--- src/rtl/video_mode_sequencer.sv ---
// Sequencer for the HDMI timing core: gates en_o and holds the active timing set,
// applying staged updates only at frame boundaries. Optional validity check: VIDEO_SEQ_CHECK_EN.
module video_mode_sequencer #(
    parameter int unsigned TW           = 12,
    parameter int unsigned H_ACTIVE_DEF = 1920,
    parameter int unsigned H_FRONT_DEF  = 88,
    parameter int unsigned H_SYNC_DEF   = 44,
    parameter int unsigned H_TOTAL_DEF  = 2200,
    parameter int unsigned V_ACTIVE_DEF = 1080,
    parameter int unsigned V_FRONT_DEF  = 4,
    parameter int unsigned V_SYNC_DEF   = 5,
    parameter int unsigned V_TOTAL_DEF  = 1125
) (
    input  logic          clk_i,
    input  logic          rst_i,
    input  logic          cfg_wr_i,
    input  logic [2:0]    cfg_addr_i,
    input  logic [TW-1:0] cfg_data_i,
    input  logic          commit_i,
    input  logic          start_i,
    input  logic          stop_i,
    input  logic          frame_start_i,
    output logic          en_o,
    output logic [TW-1:0] h_active_o,
    output logic [TW-1:0] h_front_o,
    output logic [TW-1:0] h_sync_o,
    output logic [TW-1:0] h_total_o,
    output logic [TW-1:0] v_active_o,
    output logic [TW-1:0] v_front_o,
    output logic [TW-1:0] v_sync_o,
    output logic [TW-1:0] v_total_o,
    output logic          cfg_busy_o,
    output logic          cfg_done_o,
    output logic          cfg_err_o
);

    localparam int unsigned NREG = 8;
    localparam logic [TW-1:0] DEF [NREG] = '{
        TW'(H_ACTIVE_DEF), TW'(H_FRONT_DEF), TW'(H_SYNC_DEF), TW'(H_TOTAL_DEF),
        TW'(V_ACTIVE_DEF), TW'(V_FRONT_DEF), TW'(V_SYNC_DEF), TW'(V_TOTAL_DEF)
    };

    typedef enum logic [1:0] {
        STOPPED  = 2'd0,
        RUN      = 2'd1,
        PENDING  = 2'd2,
        STOPPING = 2'd3
    } state_t;

    state_t        state_q, state_d;
    logic          stop_pend_q, stop_pend_d;
    logic          load_c;
    logic          en_d, busy_d;
    logic          valid_c;
    logic [TW-1:0] stg [NREG];
    logic [TW-1:0] act [NREG];

    // Staging registers: frozen while a commit or stop is outstanding
    always_ff @(posedge clk_i) begin
        if (rst_i) begin
            stg <= DEF;
        end else if (cfg_wr_i && !cfg_busy_o) begin
            stg[cfg_addr_i] <= cfg_data_i;
        end
    end

`ifdef VIDEO_SEQ_CHECK_EN
    localparam int unsigned SW = TW + 2;
    logic [SW-1:0] h_sum_c, v_sum_c;
    logic          commit_try_c;

    assign h_sum_c      = SW'(stg[0]) + SW'(stg[1]) + SW'(stg[2]);
    assign v_sum_c      = SW'(stg[4]) + SW'(stg[5]) + SW'(stg[6]);
    assign valid_c      = (h_sum_c < SW'(stg[3])) && (v_sum_c < SW'(stg[7]));
    assign commit_try_c = commit_i && !cfg_busy_o;

    // Sticky error: reflects the outcome of the most recent considered commit
    always_ff @(posedge clk_i) begin
        if (rst_i) begin
            cfg_err_o <= 1'b0;
        end else if (commit_try_c) begin
            cfg_err_o <= !valid_c;
        end
    end
`else
    assign valid_c   = 1'b1;
    assign cfg_err_o = 1'b0;
`endif

    // State, control outputs and active timing set
    always_ff @(posedge clk_i) begin
        if (rst_i) begin
            state_q     <= STOPPED;
            stop_pend_q <= 1'b0;
            en_o        <= 1'b0;
            cfg_busy_o  <= 1'b0;
            cfg_done_o  <= 1'b0;
            act         <= DEF;
        end else begin
            state_q     <= state_d;
            stop_pend_q <= stop_pend_d;
            en_o        <= en_d;
            cfg_busy_o  <= busy_d;
            cfg_done_o  <= load_c;
            if (load_c) begin
                act <= stg;
            end
        end
    end

    // Next-state logic; stop_i always beats start_i when both arrive together
    always_comb begin
        state_d     = state_q;
        stop_pend_d = stop_pend_q;
        load_c      = 1'b0;

        case (state_q)
            STOPPED: begin
                if (commit_i && valid_c) begin
                    load_c = 1'b1;
                end
                if (start_i && !stop_i) begin
                    state_d = RUN;
                end
            end
            RUN: begin
                if (commit_i && valid_c) begin
                    state_d     = PENDING;
                    stop_pend_d = stop_i;
                end else if (stop_i) begin
                    state_d = STOPPING;
                end
            end
            PENDING: begin
                if (stop_i) begin
                    stop_pend_d = 1'b1;
                end else if (start_i) begin
                    stop_pend_d = 1'b0;
                end
                if (frame_start_i) begin
                    load_c      = 1'b1;
                    stop_pend_d = 1'b0;
                    state_d     = (stop_i || (stop_pend_q && !start_i)) ? STOPPING : RUN;
                end
            end
            STOPPING: begin
                if (stop_i) begin
                    if (frame_start_i) begin
                        state_d = STOPPED;
                    end
                end else if (start_i) begin
                    state_d = RUN;
                end else if (frame_start_i) begin
                    state_d = STOPPED;
                end
            end
            default: begin
                state_d = STOPPED;
            end
        endcase

        en_d   = (state_d != STOPPED);
        busy_d = (state_d == PENDING) || (state_d == STOPPING);
    end

    assign h_active_o = act[0];
    assign h_front_o  = act[1];
    assign h_sync_o   = act[2];
    assign h_total_o  = act[3];
    assign v_active_o = act[4];
    assign v_front_o  = act[5];
    assign v_sync_o   = act[6];
    assign v_total_o  = act[7];

endmodule

--- config.mk ---
export PLATFORM = sky130hd
export DESIGN_NAME = video_mode_sequencer
export DESIGN_NICKNAME = d
export VERILOG_FILES = /design/src/rtl/video_mode_sequencer.sv
export SDC_FILE = /design/constraint.sdc
export NUM_CORES = 1
export LEC_CHECK = 0
export CORE_ASPECT_RATIO = 1.1
export CORE_UTILIZATION = 55
export CTS_BUF_LIST = sky130_fd_sc_hd__clkbuf_2
export CTS_CLUSTER_DIAMETER = 120
export DETAILED_ROUTE_END_ITERATION = 12
export PLACE_DENSITY_LB_ADDON = 0.2
export SYNTH_ARGS = -nofsm -noshare
export SYNTH_HDL_FRONTEND = slang
export SYNTH_SLANG_ARGS = --single-unit
--- constraint.sdc ---
create_clock -name clk_i -period 3.5 [get_ports clk_i]
set_input_delay 0.7 -clock clk_i [delete_from_list [all_inputs] [get_ports clk_i]]
set_output_delay 0.7 -clock clk_i [all_outputs]
set_load 0.01 [all_outputs]
# [Yosys cells after proc, flatten, opt, wreduce, memory -nomap -nowiden]
# Cells that the tools add are included.
# Widths: inputs -> output; s select.
[totals] register_bits=198 input_bits=22 output_inout_bits=100 word_cells=64
[op_classes] magnitude_cmp=2 n_eq_ne=7 muxes=20 bitwise_logic=1 n_reduce_logical=13
[op_table] op="$bwmux 96" n=1
[op_table] op="$demux 12 s3" n=1
[op_table] op="$mux 2" n=8
[op_table] op="$mux 12" n=1
[op_table] op="$eq 2x2->1 const B" n=4
[op_table] op="$pmux 2 s4" n=1
[op_table] op="$mux 1" n=6
[op_table] op="$ge 4x4->1 const B" n=1
[op_table] op="$logic_and 1x1->1" n=4
[op_table] op="$lt 4x1->1 const B" n=1
[op_table] op="$ne 4x4->1 const B" n=1
[op_table] op="$not 3->4" n=1
[op_table] op="$pmux 1 s2" n=2
[op_table] op="$reduce_bool 2->1" n=2
[op_table] op="$logic_not 1->1" n=3
[op_table] op="$reduce_and 3->1" n=1
[op_table] op="$eq 2x1->1 const B" n=1
[op_table] op="$logic_not 2->1" n=1
[op_table] op="$logic_or 1x1->1" n=2
[op_table] op="$ne 2x2->1 const B" n=1

# [Depth between registers and ports, before layout]
[logic_depth] ltp_word=8 ltp_mapped=9 depth_no_buf=6

# [Worst setup path after synthesis]
# No wires, ideal clock.
[synth_timing] path_type="input -> register" start="in cfg_addr_i[1]" end="reg stg[55] (netlist bit)" setup_time_ns=0.129 arrival_ns=1.556 t_required_ns=3.371 path_slack_ns=1.814 path_stages=5 n_path_buf=2 path_cell_list="buf_2 > nor3b_4 > buf_6 > mux2i_1 > nand2_1"
[synth_between] elab_chain_cells=6 elab_cells_between_ends=7 classes_between="order compare: 2; mux: 3; bitwise: 1; reduce/logical: 1"
[synth_rtl] item="start, declared" line_no="17" rtl="input logic [2:0] cfg_addr_i,"
[synth_rtl] item="$not 3->4 (not written as such) *" line_no="63" rtl="stg[cfg_addr_i] <= cfg_data_i;"
[synth_rtl] item="$ge 4x4->1 (not written as such) or $lt 4x1->1 (tied branches)" line_no="63"
[synth_rtl] item="$logic_and 1x1->1 (not written as such)" line_no="63"
[synth_rtl] item="$mux 12 (not written as such)" line_no="63"
[synth_rtl] item="$demux 12 s3 *" line_no="63"
[synth_rtl] item="$bwmux 96 *" line_no="63"
[synth_rtl] item="end signal, assigned by index" line_no="63"
[synth_rtl] item="end, declared" line_no="55" rtl="logic [TW-1:0] stg [NREG];"
# Every way passes the cells marked *; elsewhere a longest branch is shown, timed or not.
# A chain may end at the register's enable or synchronous reset.

# [Final worst setup path]
[layout_timing] start="reg cfg_busy_o" end="out cfg_busy_o"
[layout_rtl] item="start, declared" line_no="32" rtl="output logic cfg_busy_o,"
[layout_rtl] item="start signal, assigned" line_no="103" rtl="cfg_busy_o <= busy_d;"
# No word-level cell between the ends.

==> results.py <==
metrics = {
    "status": {
        "status": "complete, no violations",
    },
    "clock_network": {
        "cts_max_level": 4,
        "cts_sinks": 198,
        "post_cts_buffers": 0,
        "cts.clk_slew.worst_paths_ns": 0.27,
        "postCtsResizedCells": 0,
        "clkLatencyLatePin_ns": 0.73,
        "cts_made_buffers": 17,
        "cts_buffer_depth": 2,
        "hold_buffers": 0,
        "cts_root_buf": "clkbuf_2",
        "cts_tree": "built",
    },
    "setup_path": {
        "cp.arrival_ns": 1.77,
        "crit_fanout": 3,
        "cp_cell_sequence": "clkdlybuf4s50_1",
        "critPathLaunchType": "register",
        "worstSetupPathType": "register to primary output",
        "critPathMaxStageDelay_ns": 0.57,
        "slowest_stage": "clkdlybuf4s50_1",
        "worstPathRequired_ns": 2.80,
        "cpLargestDelayFamily": "buffers and inverters",
        "path_buf_inv": 1,
        "crit_path_end_kind": "primary output",
    },
    "synthesis": {
        "synth_flop_cell": "dfxtp_1",
        "netlist.area_leader.share_pct": 55.50,
        "muxShareOfSynthArea_pct": 6.727,
        "ys_seq_elements": 198,
        "yosys_warnings": 0,
        "synthArstFlopShare_pct": 0,
        "synth_edf_count": 0,
        "yosys.area_share.simple_pct": 23.42,
        "yosysSeqAreaShare_pct": 55.50,
        "synth_top_family_by_area": "simple AND/OR/NAND/NOR gates",
        "syn_inst": 851,
        "syn-num-nets": 877,
        "synth.most_common_cell": "nand2_1",
        "synth-xor-area-share_pct": 0,
        "yosys-top-cells-count": "nand2_1 (306), dfxtp_1 (198), a21oi_1 (109), mux2i_1 (48), nor2_1 (42)",
        "ys_types": 33,
        "synth_area_leaders": "dfxtp_1 (56%), nand2_1 (16%), a21oi_1 (7.6%)",
        "avgSynthCellArea_um2": 8.392,
        "yosys.area_share.adder_pct": 0.7008,
        "synth_top_area_cell": "dfxtp_1",
        "synth_area_um2": 7142,
        "synth_compound_area_share_pct": 8.707,
    },
    "sta": {
        "tightest_slew_ns": 0.8891,
        "max_freq_mhz": 404.8,
        "clock_skew_ns": 0.02762,
        "finalCriticalPeriod_ns": 2.470,
        "hold_ws_ns": 0.4649,
        "finalCritPeriodShare_pct": 70.58,
        "rsz0062_at_grt": "false",
        "setup_viol": 0,
        "slew_violations": 0,
        "hold_viol_final": 0,
        "relSlewSlack_pct": 40.51,
        "fin_tns_setup_ns": 0,
    },
    "cells_and_area": {
        "n_antenna_cell": 0,
        "area_growth_pct": 19.20,
        "drive_gt1_share_pct": 5.090,
        "fillers": 1036,
        "fin_area_um2": 8513,
        "final_nets": 956,
        "fin_util_pct": 67.33,
    },
    "routing": {
        "drc": 0,
        "vias_per_cell": 5.406,
        "dr_total_vias": 5947,
        "antenna_left": 0,
        "drt-total-wl_um": 16980,
        "first_pass_iters": 5,
        "wl_per_cell_um": 15.43,
        "drt_iter0_drc": 513,
    },
    "min_path": {
        "hold_path.class": "register to register",
    },
    "power_and_ir_drop": {
        "power.leakage_nw": 3.296,
        "p_per_area_nw_per_um2": 451.8,
        "ir_worst_vdd_mv": 0.2400,
        "power_mw": 3.846,
    },
    "grt": {
        "grt_usage_pct": 25.37,
        "antenna_found_initial": 0,
        "grt_pass1_vias": 5440,
        "grt_overflow": 0,
        "grt_max_degree": 78,
        "grt_pass1_wl_um": 26930,
    },
    "floorplan": {
        "die_area_um2": 13450,
        "pin_count": 122,
        "rows": 43,
        "start_util_pct": 56.49,
        "die_h_um": 121.5,
        "die_w_um": 110.7,
        "core_area_um2": 12640,
    },
    "run": {
        "drv_cap": 0,
    },
    "placement": {
        "globalplace.congestion": 0.8372,
        "portBuffers": 120,
        "placed_area_um2": 8288,
        "dp_hpwl_um": 11060,
    },
}
-- layout make-up --
type	count	area (um2)	share of cell area (%)
flip-flops and latches	198	3964	46.56
clock buffers	18	90.09	1.058
repair buffers	129	1266	14.87
multi-input cells	578	2839	33.35
clock inverters	14	135.1	1.587
inverters	6	22.52	0.2646
well taps	157	196.4	2.307
-- layer usage --
metal  global-route usage, %  up-vias  wire length (um)
li1                        -     2894                 -
met1                   32.23     2787              7328
met2                   43.01      235              8160
met3                   5.544       31              1187
met4                   8.417        0               301
met5                       0        -                 0
-- registers in the layout, indices dropped and copies added (netlist names), 2 cells and up --
name	flops
state_q	2
v_front_o	12
h_total_o	12
v_total_o	12
h_active_o	12
h_front_o	12
v_sync_o	12
v_active_o	12
h_sync_o	12
stg	96
-- placed cells by master, fill, tap and decap left out, drive strengths merged, types with 7 or more instances in the layout --
master         synthesis  routed
clkinv                 0       8
inv                    6       7
nand2                306     306
mux2i                 48      48
dfxtp                198     198
nor2                  42      42
clkbuf                35      18
buf                   34      10
nand3                 41      41
a21oi                109     109
clkdlybuf4s50          0     119
-- worst paths after layout --
| path | endpoint | slack [ns] | start | depth (start not counted) |
|---|---|---|---|---|
| max | cfg_busy_o | 1.03 | cfg_busy_o | 1 |
| min | h_sync_o[10] | 0.46 | stg[70] | 2 |
| max reg2reg | v_sync_o[11] | 1.22 | state_q[0] | 7 |
| min reg2reg | h_sync_o[10] | 0.46 | stg[70] | 2 |
-- metrics by stage --
| step | std cells | setup WS (ns) |
|---|---|---|
| finish | 1100 | 1.030 |
| floorplan | 851 | 1.814 |
| global placement | 1068 | 0.9066 |
| CTS | 1100 | 1.005 |
| detailed placement | 1068 | 0.8673 |
| global route | 1100 | 0.9396 |
-- logic make-up (layout without fill, tap and decap cells) --
kind of cell,after synthesis,in the layout
buffers and inverters,75,167
multiplexers,48,48
adder cells (fa/ha/maj),4,4
flip-flops,198,198
AND/OR/NAND/NOR,406,406
other,1,1
AO/OA/AOI/OAI,119,119
-- where the power goes --
part           total [mW]  switching, mW  internal [mW]  leakage, nW
Clock                1.06          0.735          0.322        0.133
Combinational       0.425          0.260          0.165         1.56
Sequential           2.36         0.0363           2.33         1.61
(Power assumes the default switching activity.)
